--- config.mk ---
export PLATFORM = sky130hd
export DESIGN_NAME = contador_ascendente_flat
export DESIGN_NICKNAME = d
export VERILOG_FILES = /design/src/rtl/contador_pkg.sv /design/src/rtl/contador_ascendente_if.sv /design/src/rtl/detector_flanco.sv /design/src/rtl/contador_ascendente.sv /design/src/flat_wrapper.sv
export SDC_FILE = /design/constraint.sdc
export NUM_CORES = 1
export LEC_CHECK = 0
export ABC_CLOCK_PERIOD_IN_PS = 4600
export CORE_MARGIN = 2
export CORE_UTILIZATION = 35
export CTS_CLUSTER_DIAMETER = 100
export DETAILED_ROUTE_END_ITERATION = 16
export PLACE_DENSITY = 0.67
export SYNTH_ARGS = -nofsm -noshare
export SYNTH_HDL_FRONTEND = slang
export SYNTH_SLANG_ARGS = --single-unit
export TNS_END_PERCENT = 5
--- constraint.sdc ---
create_clock -name clk -period 4.6 [get_ports clk]
set_input_delay 0.92 -clock clk [delete_from_list [all_inputs] [get_ports clk]]
set_output_delay 0.92 -clock clk [all_outputs]
set_load 0.02 [all_outputs]
--- src/rtl/contador_pkg.sv ---
// Shared types and constants for the up-counter block.
// Holds the FSM state encoding and the button synchronizer depth.
package contador_pkg;

  typedef enum logic [1:0] {
    IDLE  = 2'd0,
    RUN   = 2'd1,
    PAUSE = 2'd2
  } estado_t;

  localparam int SYNC_DEPTH = 2;

endpackage

--- src/rtl/contador_ascendente_if.sv ---
// Control and status bundle of the up-counter: button levels, tick/limit in, count/tc/running out.
// master drives the buttons and configuration, slave is the counter itself.
interface contador_ascendente_if #(
  parameter int N = 4
);

  logic         start;
  logic         stop;
  logic         clear;
  logic         tick;
  logic [N-1:0] limit;
  logic [N-1:0] count;
  logic         tc;
  logic         running;

  modport master (
    output start, stop, clear, tick, limit,
    input  count, tc, running
  );

  modport slave (
    input  start, stop, clear, tick, limit,
    output count, tc, running
  );

endinterface

--- src/rtl/detector_flanco.sv ---
// Button synchronizer plus rising-edge detector: one-cycle pulse per low-to-high transition.
// Pulse is combinational from the synchronizer output, two edges after the input rises.
module detector_flanco
  import contador_pkg::*;
(
  input  logic clk,
  input  logic reset,
  input  logic in,
  output logic pulse
);

  logic [SYNC_DEPTH-1:0] sync;
  logic [SYNC_DEPTH-1:0] fill;
  logic                  prev;
  logic                  armed;
  logic                  sync_out;

  assign sync_out = sync[SYNC_DEPTH-1];

  // armed only once the chain holds real samples and has seen the button low,
  // so a button held through reset release never yields a pulse
  always_ff @(posedge clk or negedge reset) begin
    if (!reset) begin
      sync  <= '0;
      fill  <= '0;
      prev  <= 1'b0;
      armed <= 1'b0;
    end else begin
      sync <= {sync[SYNC_DEPTH-2:0], in};
      fill <= {fill[SYNC_DEPTH-2:0], 1'b1};
      prev <= sync_out;
      if (fill[SYNC_DEPTH-1] && !sync_out) begin
        armed <= 1'b1;
      end
    end
  end

  assign pulse = armed & sync_out & ~prev;

endmodule

--- src/rtl/contador_ascendente.sv ---
// Wrapping up-counter 0..limit with start/stop/clear buttons and IDLE/RUN/PAUSE control.
// Button effects appear two edges after the synchronizer samples them; tick acts on the next edge.
module contador_ascendente
  import contador_pkg::*;
#(
  parameter int N = 4
) (
  input  logic                  clk,
  input  logic                  reset,
  contador_ascendente_if.slave  bus
);

  estado_t      state;
  estado_t      state_next;
  logic         start_p;
  logic         stop_p;
  logic         clear_p;
  logic [N-1:0] count_q;
  logic [N-1:0] count_next;
  logic         tc_q;
  logic         tc_next;
  logic         running_q;

  detector_flanco u_start (
    .clk   (clk),
    .reset (reset),
    .in    (bus.start),
    .pulse (start_p)
  );

  detector_flanco u_stop (
    .clk   (clk),
    .reset (reset),
    .in    (bus.stop),
    .pulse (stop_p)
  );

  detector_flanco u_clear (
    .clk   (clk),
    .reset (reset),
    .in    (bus.clear),
    .pulse (clear_p)
  );

  always_ff @(posedge clk or negedge reset) begin
    if (!reset) begin
      state     <= IDLE;
      running_q <= 1'b0;
    end else begin
      state     <= state_next;
      running_q <= (state_next == RUN);
    end
  end

  // clear freezes the state so it also wins over PAUSE->IDLE; stop beats start
  always_comb begin
    state_next = state;
    if (!clear_p) begin
      case (state)
        IDLE:    if (start_p && !stop_p) state_next = RUN;
        RUN:     if (stop_p) state_next = PAUSE;
        PAUSE: begin
          if (stop_p) begin
            state_next = IDLE;
          end else if (start_p) begin
            state_next = RUN;
          end
        end
        default: state_next = IDLE;
      endcase
    end
  end

  always_comb begin
    count_next = count_q;
    tc_next    = 1'b0;
    if (clear_p) begin
      count_next = '0;
    end else if (state == PAUSE && stop_p) begin
      count_next = '0;
    end else if (state == RUN && bus.tick) begin
      // >= so a limit lowered under the current count wraps on the next tick
      if (count_q >= bus.limit) begin
        count_next = '0;
        tc_next    = 1'b1;
      end else begin
        count_next = count_q + N'(1);
      end
    end
  end

  always_ff @(posedge clk or negedge reset) begin
    if (!reset) begin
      count_q <= '0;
      tc_q    <= 1'b0;
    end else begin
      count_q <= count_next;
      tc_q    <= tc_next;
    end
  end

  assign bus.count   = count_q;
  assign bus.tc      = tc_q;
  assign bus.running = running_q;

endmodule

--- src/flat_wrapper.sv ---
// flat-port wrapper written by rule: the top's interface ports become plain ports
module contador_ascendente_flat import contador_pkg::*;
#(
  parameter int N = 4
)
  (clk, reset, bus_start, bus_stop, bus_clear, bus_tick, bus_limit, bus_count, bus_tc, bus_running);
  contador_ascendente_if #(.N(N)) bus_i ();
  input  logic clk;
  input  logic reset;
  input wire logic [$bits(bus_i.start)-1:0] bus_start;
  input wire logic [$bits(bus_i.stop)-1:0] bus_stop;
  input wire logic [$bits(bus_i.clear)-1:0] bus_clear;
  input wire logic [$bits(bus_i.tick)-1:0] bus_tick;
  input wire logic [$bits(bus_i.limit)-1:0] bus_limit;
  output wire logic [$bits(bus_i.count)-1:0] bus_count;
  output wire logic [$bits(bus_i.tc)-1:0] bus_tc;
  output wire logic [$bits(bus_i.running)-1:0] bus_running;
  assign bus_i.start = bus_start;
  assign bus_i.stop = bus_stop;
  assign bus_i.clear = bus_clear;
  assign bus_i.tick = bus_tick;
  assign bus_i.limit = bus_limit;
  assign bus_count = bus_i.count;
  assign bus_tc = bus_i.tc;
  assign bus_running = bus_i.running;
  contador_ascendente #(.N(N)) u_core (.clk(clk), .reset(reset), .bus(bus_i));
endmodule
## Yosys cells after proc, flatten, opt, wreduce, memory -nomap -nowiden

Index checks and enable logic that the tools add are counted.

| operators by class | value |
|---|---|
| mux-type cells | 14 |
| bitwise logic cells | 9 |
| equality and inequality tests | 3 |
| reduce and logical (&&, ||, !) cells | 12 |
| add/sub/neg operators | 1 |
| order comparisons | 1 |

Operators with widths:

| cell | count |
|---|---|
| $mux 4 | 4 |
| $mux 2 | 5 |
| $and 1x1->1 | 6 |
| $logic_and 1x1->1 | 6 |
| $pmux 2 s3 | 1 |
| $add 4x1->4 const B | 1 |
| $eq 2x1->1 const B | 2 |
| $ge 4x4->1 | 1 |
| $logic_not 1->1 | 4 |
| $mux 1 | 4 |
| $not 1->1 | 3 |
| $reduce_bool 3->1 | 1 |
| $eq 2x2->1 const B | 1 |
| $logic_not 2->1 | 1 |

| word-level totals | value |
|---|---|
| register bits | 26 |
| input port bits | 10 |
| word-level logic and storage cells | 56 |

## Depth between registers and ports, before layout

Gate-level depths: netlist of run 1.

| depth | value |
|---|---|
| depth in word-level cells | 8 |
| mapped depth | 6 |
| mapped depth without buffers | 6 |

## Cells and area by module

From an unflattened synthesis of run 1, not the netlist that was laid out.

| second synthesis, totals | value |
|---|---|
| cells, all modules | 79 |
| area, all modules | 983.4 sq um |

Modules (own cells, without submodules):

| module | times used | cells each | area each (sq um) |
|---|---|---|---|
| detector_flanco | 3 | 11 | 172.7 |
| contador_ascendente | 1 | 46 | 465.4 |

## Worst setup path before layout of run 1

Ideal clock, no wire load.

| timing | value |
|---|---|
| path type | input to register |
| start point | input port bus_limit[2] |
| end point | register u_core.count_q[1], in the netlist u_core.bus.count[1] |
| buffers on the path | 0 |
| setup time | 122 ps |
| arrival | 1955 ps |
| required time | 4478 ps |
| slack | 2523 ps |
| stages on the path | 6 |
| cells stage by stage | inv_1 ha_1 nand3_1 o22ai_1 nor2_1 a32o_1 |

| between the ends | value |
|---|---|
| cells in the longest elaborated chain, start to end | 5 |

Ends and longest elaborated chain:

| item | line | source |
|---|---|---|
| from (decl) | flat_wrapper.sv:14 | `input wire logic [$bits(bus_i.limit)-1:0] bus_limit;` |
| $ge 4x4->1 | contador_ascendente.sv:83 | `if (count_q >= bus.limit) begin` |
| $mux 4 | contador_ascendente.sv:83 |  |
| $mux 4 | contador_ascendente.sv:81 | `end else if (state == RUN && bus.tick) begin` |
| $mux 4 | contador_ascendente.sv:79 | `end else if (state == PAUSE && stop_p) begin` |
| $mux 4 | contador_ascendente.sv:77 | `if (clear_p) begin` |
| to (signal assigned) | contador_ascendente.sv:97 | `count_q <= count_next;` |
| to (decl) | contador_ascendente.sv:18 | `logic [N-1:0] count_q;` |

No other way between the ends. The select of a mux whose other input is x is not followed.
A chain may end at the register's enable or synchronous reset.

## Worst setup path in the final report of run 1

| timing | value |
|---|---|
| start point | register u_core.count_q[0], in the netlist u_core.bus.count[0] |
| end point | output port bus_count[0] |

RTL lines:

| item | line | source |
|---|---|---|
| to (decl) | flat_wrapper.sv:15 | `output wire logic [$bits(bus_i.count)-1:0] bus_count;` |

No word-level cell between the ends.

==> results of run 1 <==
-- final timing paths --
path,start,to,slack [ns],cells after the start
hold / removal,u_core.u_start.fill[0],u_core.u_clear.fill[1],0.35,0
setup reg to reg,u_core.bus.count[0],u_core.bus.count[1],2.83,6
min in group asynchronous,reset,u_core.u_clear.fill[1],1.13,1
hold reg to reg,u_core.u_start.fill[0],u_core.u_clear.fill[1],0.35,0
setup / recovery,u_core.bus.count[0],bus_count[0],2.24,1
max in group asynchronous,reset,u_core.u_clear.sync[1],2.90,1
-- cells in the mapped netlist (all sizes together) (2+ instances only) --
master,count,area [sq um]
ha,5,62.6
inv,10,37.5
nor2b,3,18.8
dfrtp,22,551
nand3,3,15.0
o2111ai,2,17.5
nand3b,2,18.8
a32o,3,30.0
nor2,2,7.51
and3b,2,17.5
o21ai,2,10.0
a21o,4,30.0
-- where the power goes --
group	internal (mW)	total, mW	switching [mW]
clock	0.0482	0.105	0.0565
sequential	0.216	0.245	0.0284
combinational	0.0719	0.138	0.0662
total	0.336	0.488	0.151
-- layout make-up --
class                      instances  area [sq um]
clock buffer                       4          36.3
fill                             246          1360
inverter                          10          37.5
multi-input combinational         42           352
sequential                        22           551
tap                               30          37.5
timing repair buffer              15           150
-- per-stage QoR --
step	power (mW)	util (%)
6_report	0.488	46.1
5_1_grt	0.522	46.1
4_1_cts	0.496	46.1
3_5_place_dp	0.389	44.7
3_3_place_gp	0.385	44.7
2_1_floorplan	0.332	-
-- state kept, by name (all words and copies together), names as in the netlist --
name and cells:
u_core.bus.count 4, u_core.state 2, u_core.u_clear.sync 2, u_core.u_start.sync 2, u_core.u_stop.sync 2, u_core.bus.running 1, u_core.bus.tc 1, u_core.u_clear.armed 1
u_core.u_clear.fill 1, u_core.u_clear.prev 1, u_core.u_start.armed 1, u_core.u_start.fill 1, u_core.u_start.prev 1, u_core.u_stop.armed 1, u_core.u_stop.prev 1
-- routing by layer --
layer	wire length [um]	vias up	GRT usage (%)
met5	0	-	0
met4	10	0	5.78
met3	66	2	2.79
met2	708	13	17.9
met1	682	304	13.8
li1	-	299	-
-- kinds of logic after synthesis --
group                      after synthesis
DFF                                     22
and+or+nand+nor                         19
AOI/OAI and AO/OA                       16
buffers and inverters                   11
adders and majority gates                5
xor gates and xnor gates                 1
other                                    1
==> flow_metrics.tcl, run 1 <==
set metrics [dict create \
    hpwl_mm 1.08 \
    post-route-period-util_pct 51.3 \
    nets 109 \
    synth-compound-area-share_pct 13.1 \
    dpl_cell_area_sq_mm 0.00113 \
    synth-seq-cells 22 \
    finalNonFillerCells 123 \
    relSlewSlack_pct 36.7 \
    finalSetupViolations 0 \
    area_growth_pct 23.2 \
    clock_latency_ns 0.30 \
    leakage_nw 0.528 \
    synthAdderAreaFrac_pct 6.62 \
    rsz0062_at_grt "no" \
    outcome "finished, final reports clean" \
    ys_warn_count 0 \
    synth-async-reset-ratio_pct 100 \
    grt_util_all_layers_pct 11.1 \
    finalHoldViolCount 0 \
    cp_cell_sequence "clkdlybuf4s50_1" \
    syn_avg_cell_area_sq_um 12.6 \
    clock_sinks 22 \
    rows 18 \
    cts_resized 0 \
    synth_top_family_by_area "simple AND/OR/NAND/NOR gates" \
    ir_drop_v 0.000211 \
    tightest_slew_ns 0.946 \
    drv_cap 0 \
    first_pass_iters 4 \
    htreeDepth 1 \
    seq_area_frac_synth_pct 58.3 \
    ys_types 29 \
    min_period_ns 2.36 \
    end_kind "output pin" \
    grt_overflow 0 \
    cpPeakStageDelay_ns 0.65 \
    clk_pin_slew_ns 0.12 \
    die_h_um 56.0 \
    dp_cells 119 \
    muxShareOfSynthArea_pct 0 \
    antenna_found_initial 0 \
    crit_family "buffers and inverters" \
    synthCells 75 \
    required_ns 3.68 \
    worstPathMaxFanout 6 \
    setup_tns_ns 0 \
    initialDrtViolationCount 9 \
    drv_slew 0 \
    grt_pass1_wl_mm 2.78 \
    vias 618 \
    syn_area_sq_um 945 \
    max_freq_mhz 423 \
    synth_ff_type "dfrtp_1" \
    crit_arrival_ns 1.44 \
    globalplace.congestion 0.762 \
    wl_per_cell_um 11.9 \
    ant_nets 0 \
    tritoncts "built" \
    finalInstanceArea_sq_mm 0.00116 \
    critPathBufInv 1 \
    fin_ws_ns 2.24 \
    hold_buffers 0 \
    preCtsSetupSlack_ns 1.93 \
    antenna-diode-count 0 \
    grt_start_max_net_pins 23 \
    vias_per_cell 5.02 \
    initial_core_util_pct 37.5 \
    layout_common_cells "dfrtp_1, clkdlybuf4s50_1, inv_1" \
    power_density_mw_per_mm2 419 \
    clock_skew_ns 0.00536 \
    startpoint_type "flop" \
    synthSimpleGateAreaFrac_pct 16.2 \
    drt-total-wl_mm 1.47 \
    drive_gt1_share_pct 8.60 \
    io_buffers 15 \
    fp.dieW_um 56.0 \
    layout_commonest_cell "dfrtp_1" \
    hp-class "reg -> reg" \
    hold_ws_ns 0.354 \
    cts_setup_buffers 0 \
    synth-xor-area-share_pct 0.927 \
    syn_nets 90 \
    setup.worst_path.class "reg -> out" \
    io-pin-count 16 \
    cts_buffers 3 \
    synth_edf_count 0 \
    clockRootBuffer "clkbuf_4" \
    drc 0 \
    dieArea_sq_mm 0.00313 \
    clock_path_buffers 2 \
    grt_pass1_vias 649 \
    critPathSlowestCell "clkdlybuf4s50_1" \
    coreArea_sq_mm 0.00252 \
]
Note: power is estimated with default switching activity, not from simulation.
==> run 2, diff against run 1 <==
--- a/config.mk
+++ b/config.mk
@@ -5,12 +5,12 @@
 export SDC_FILE = /design/constraint.sdc
 export NUM_CORES = 1
 export LEC_CHECK = 0
-export ABC_CLOCK_PERIOD_IN_PS = 4600
+export ABC_CLOCK_PERIOD_IN_PS = 2000
 export CORE_MARGIN = 2
 export CORE_UTILIZATION = 35
 export CTS_CLUSTER_DIAMETER = 100
 export DETAILED_ROUTE_END_ITERATION = 16
-export PLACE_DENSITY = 0.67
+export PLACE_DENSITY = 0.69
 export SYNTH_ARGS = -nofsm -noshare
 export SYNTH_HDL_FRONTEND = slang
 export SYNTH_SLANG_ARGS = --single-unit
==> constraint.sdc (replaced) <==
create_clock -name clk -period 2 [get_ports clk]
set_input_delay 0.4 -clock clk [delete_from_list [all_inputs] [get_ports clk]]
set_output_delay 0.4 -clock clk [all_outputs]
set_load 0.02 [all_outputs]
==> run 2 against run 1 <==
Net effect: clock power grew 120%; final cell count grew 1.6%; sequential share of layout area shrank 0.60 points; combinational power grew 140%; clock skew shrank 0.0043 ns; die area is the same; routed wire length grew 3.6%; critical path depth is the same; total power grew 130%.
==> flow_metrics.tcl, run 2 (synthesis gave the netlist of run 1 again) <==
set metrics [dict create \
    io-pin-count 16 \
    area_growth_pct 24.8 \
    tritoncts "built" \
    fin_ws_ns 0.172 \
    grt_util_all_layers_pct 10.4 \
    initial_core_util_pct 37.5 \
    coreArea_sq_mm 0.00252 \
    first_pass_iters 4 \
    grt_pass1_vias 609 \
    htreeDepth 1 \
    drv_cap 0 \
    fillerInstances 248 \
    setup.worst_path.class "reg -> out" \
    initialDrtViolationCount 5 \
    leakage_nw 0.538 \
    rsz0062_at_grt "no" \
    max_freq_mhz 547 \
    clock_skew_ns 0.00104 \
    crit_family "buffers and inverters" \
    crit_arrival_ns 1.43 \
    worstPathMaxFanout 6 \
    end_kind "output pin" \
    vias 629 \
    cp_cell_sequence "clkdlybuf4s50_1" \
    vias_per_cell 5.03 \
    cts_buffers 3 \
    die_h_um 56.0 \
    layout_common_cells "dfrtp_1, clkdlybuf4s50_1, inv_1" \
    clk_pin_slew_ns 0.11 \
    preCtsSetupSlack_ns -0.0345 \
    finalInstanceArea_sq_mm 0.00118 \
    clock_latency_ns 0.29 \
    drv_slew 0 \
    finalSetupViolations 0 \
    critPathBufInv 1 \
    post-route-period-util_pct 91.4 \
    cts_setup_buffers 0 \
    grt_pass1_wl_mm 2.62 \
    antenna-diode-count 0 \
    drt-total-wl_mm 1.52 \
    drive_gt1_share_pct 10.5 \
    rows 18 \
    ir_drop_v 0.000632 \
    cts_resized 0 \
    setup_tns_ns 0 \
    hold_buffers 0 \
    dp_cells 121 \
    io_buffers 15 \
    layout_commonest_cell "dfrtp_1" \
    largest_reg_flops 4 \
    clock_sinks 22 \
    globalplace.congestion 0.774 \
    grt_overflow 0 \
    fp.dieW_um 56.0 \
    drc 0 \
    dieArea_sq_mm 0.00313 \
    outcome "finished, final reports clean" \
    required_ns 1.60 \
    hpwl_mm 1.14 \
    finalNonFillerCells 125 \
    clockRootBuffer "clkbuf_4" \
    p_total_mw 1.13 \
    dpl_cell_area_sq_mm 0.00114 \
    clock_path_buffers 2 \
    finalHoldViolCount 0 \
    grt_start_max_net_pins 23 \
    antenna_found_initial 0 \
    nets 111 \
    startpoint_type "flop" \
    hp-class "reg -> reg" \
    ant_nets 0 \
    power_density_mw_per_mm2 956 \
    wl_per_cell_um 12.2 \
    min_period_ns 1.83 \
    critPathSlowestCell "clkdlybuf4s50_1" \
    cpPeakStageDelay_ns 0.65 \
]
==> run 2: cell types whose count changed in the layout (fill, tap and decap cells not counted), sizes merged <==
cell	before	now
buf	0	2
==> run 2: routing by layer <==
layer | vias to the layer above | GRT usage, % | wire length [um]
li1 | 305 | - | -
met3 | 2 | 2.33 | 79
met5 | - | 0 | 0
met4 | 0 | 4.76 | 6
met2 | 14 | 16.2 | 729
met1 | 308 | 13.8 | 706
==> run 2: power breakdown <==
| part | internal, mW | switching [mW] | leakage, nW |
|---|---|---|---|
| Combinational | 0.175 | 0.154 | 0.258 |
| Clock | 0.111 | 0.120 | 0.0210 |
| Sequential | 0.498 | 0.0706 | 0.259 |
==> run 2: path summary, 6_finish.rpt <==
path	startpoint	end	slack (ns)	cells after the start
max in group asynchronous	reset	u_core.state[1]	1.36	2
min in group asynchronous	reset	u_core.u_start.sync[1]	0.43	2
min	u_core.u_clear.sync[0]	u_core.u_clear.sync[1]	0.36	0
max	u_core.bus.count[0]	bus_count[0]	0.17	1
min reg2reg	u_core.u_clear.sync[0]	u_core.u_clear.sync[1]	0.36	0
max reg2reg	u_core.bus.count[0]	u_core.bus.count[1]	0.36	6
==> run 2: layout make-up <==
type	count	area (sq um)	share of cell area, %
clock buffer	4	36.3	3.08
inverter	10	37.5	3.18
multi-input combinational	42	352	29.8
sequential	22	551	46.7
tap	30	37.5	3.18
timing repair buffer	17	165	14.0
==> run 2: stage by stage <==
stage | hold slack, ns | util (%)
after floorplan | 0.104 | -
after global placement | 0.335 | 45.3
after detailed placement | 0.337 | 45.3
after CTS | 0.366 | 46.7
after global routing | 0.369 | 46.7
final | 0.361 | 46.7
==> run 3, diff against run 2 <==
--- a/config.mk
+++ b/config.mk
@@ -7,10 +7,10 @@
 export LEC_CHECK = 0
 export ABC_CLOCK_PERIOD_IN_PS = 2000
 export CORE_MARGIN = 2
-export CORE_UTILIZATION = 35
+export CORE_UTILIZATION = 45
 export CTS_CLUSTER_DIAMETER = 100
 export DETAILED_ROUTE_END_ITERATION = 16
-export PLACE_DENSITY = 0.69
+export PLACE_DENSITY = 0.82
 export SYNTH_ARGS = -nofsm -noshare
 export SYNTH_HDL_FRONTEND = slang
 export SYNTH_SLANG_ARGS = --single-unit
==> run 3 against run 2 <==
Net effect: clock power barely moved; register-to-register slack got worse by 0.14 ns; die area fell by 21%; critical path depth did not move; fmax fell by 2.5%; total power rose by 0.19%; first-iteration DRC count fell by 20%; final area fell by 0.32%; clock skew barely moved; sequential cell count did not move; sequential power barely moved; via count fell by 0.16%; largest power group unchanged; highest routed layer is now met3.
==> flow_metrics.tcl, run 3 (synthesis gave the netlist of run 1 again) <==
set metrics [dict create \
    drive_gt1_share_pct 10.5 \
    max_freq_mhz 533 \
    io-pin-count 16 \
    wl_per_cell_um 12.5 \
    antenna_found_initial 0 \
    vias 628 \
    grt_start_max_net_pins 23 \
    largest_reg_flops 4 \
    global_route.usage.met3_pct 3.33 \
    layout_commonest_cell "dfrtp_1" \
    reg2reg_setup_slack_ns 0.22 \
    hpwl_mm 1.16 \
    post-route-period-util_pct 93.8 \
    critPathBufInv 1 \
    clock_latency_ns 0.29 \
    worstPathMaxFanout 6 \
    busiest_layer "met2" \
    fin_ws_ns 0.124 \
    rows 16 \
    hp-class "reg -> reg" \
    tritoncts "built" \
    end_kind "output pin" \
    setup.worst_path.class "reg -> out" \
    rsz0062_at_grt "no" \
    grt_pass1_vias 676 \
    io_buffers 15 \
    drc 0 \
    cpPeakStageDelay_ns 0.67 \
    grt_pass1_wl_mm 2.64 \
    grt_overflow 0 \
    die_h_um 49.8 \
    cts_setup_buffers 0 \
    hold_ws_ns 0.361 \
    antenna-diode-count 0 \
    leakage_nw 0.538 \
    use_met2_pct 24.0 \
    ant_nets 0 \
    fp.dieW_um 49.8 \
    finalHoldViolCount 0 \
    finalSetupViolations 0 \
    drt-total-wl_mm 1.53 \
    dieArea_sq_mm 0.00248 \
    required_ns 1.60 \
    setup_tns_ns 0 \
    drv_cap 0 \
    finalInstanceArea_sq_mm 0.00117 \
    ir_drop_v 0.000688 \
    outcome "finished, final reports clean" \
    use_met1_pct 16.1 \
    cp_cell_sequence "clkdlybuf4s50_1" \
    crit_family "buffers and inverters" \
    first_pass_iters 4 \
    clk_pin_slew_ns 0.11 \
    coreArea_sq_mm 0.00196 \
    clock_path_buffers 2 \
    preCtsSetupSlack_ns -0.143 \
    power_density_mw_per_mm2 961 \
    cts_resized 0 \
    htreeDepth 1 \
    drv_slew 0 \
    grt_util_all_layers_pct 14.0 \
    globalplace.congestion 0.906 \
    clock_sinks 22 \
    layout_common_cells "dfrtp_1, clkdlybuf4s50_1, inv_1" \
    nets 111 \
    min_period_ns 1.88 \
    dpl_cell_area_sq_mm 0.00114 \
    startpoint_type "flop" \
    vias_per_cell 5.15 \
    area_growth_pct 24.4 \
    clockRootBuffer "clkbuf_4" \
    clock_skew_ns 0.00109 \
    hold_buffers 0 \
    critPathSlowestCell "clkdlybuf4s50_1" \
    cts_buffers 3 \
    initial_core_util_pct 48.2 \
    initialDrtViolationCount 4 \
    crit_arrival_ns 1.48 \
    fillerInstances 176 \
]
==> run 3: cell counts in the layout (fill, tap and decap cells not counted) <==
No cell type changed its count.
==> run 3: through the flow <==
stage | utilization (%) | cells | power [mW]
global route | 59.9 | 122 | 1.20
finish | 59.9 | 122 | 1.13
CTS | 59.9 | 122 | 1.14
global placement | 58.0 | 118 | 0.893
detailed placement | 58.0 | 118 | 0.910
floorplan | - | 75 | 0.764
==> run 3: metal layers <==
metal | vias to the layer above | wire length (um) | part of all wire (%)
li1 | 305 | - | -
met1 | 307 | 682 | 45
met2 | 16 | 769 | 50
met3 | 0 | 76 | 5.0
met4 | 0 | 0 | 0
met5 | - | 0 | 0
==> run 3: worst paths after layout <==
path | start | cells after the start | to
worst min register to register | u_core.u_clear.sync[0] | 0 | u_core.u_clear.sync[1]
max in group asynchronous | reset | 2 | u_core.bus.count[2]
worst max-delay path | u_core.bus.count[0] | 1 | bus_count[0]
worst max register to register | u_core.bus.count[0] | 6 | u_core.bus.count[1]
worst min-delay path | u_core.u_clear.sync[0] | 0 | u_core.u_clear.sync[1]
min in group asynchronous | reset | 2 | u_core.u_start.fill[0]
==> run 3: area by class of cell <==
type,instances,area [sq um],area share (%)
flip-flops and latches,22,551,46.9
multi-input cells,42,352,29.9
repair buffers,17,165,14.1
inverters,10,37.5,3.19
clock buffers,4,36.3,3.09
well taps,27,33.8,2.88
==> run 3: power breakdown <==
| group | switching [mW] | internal [mW] |
|---|---|---|
| combinational | 0.156 | 0.176 |
| clock | 0.120 | 0.111 |
| sequential | 0.0691 | 0.497 |
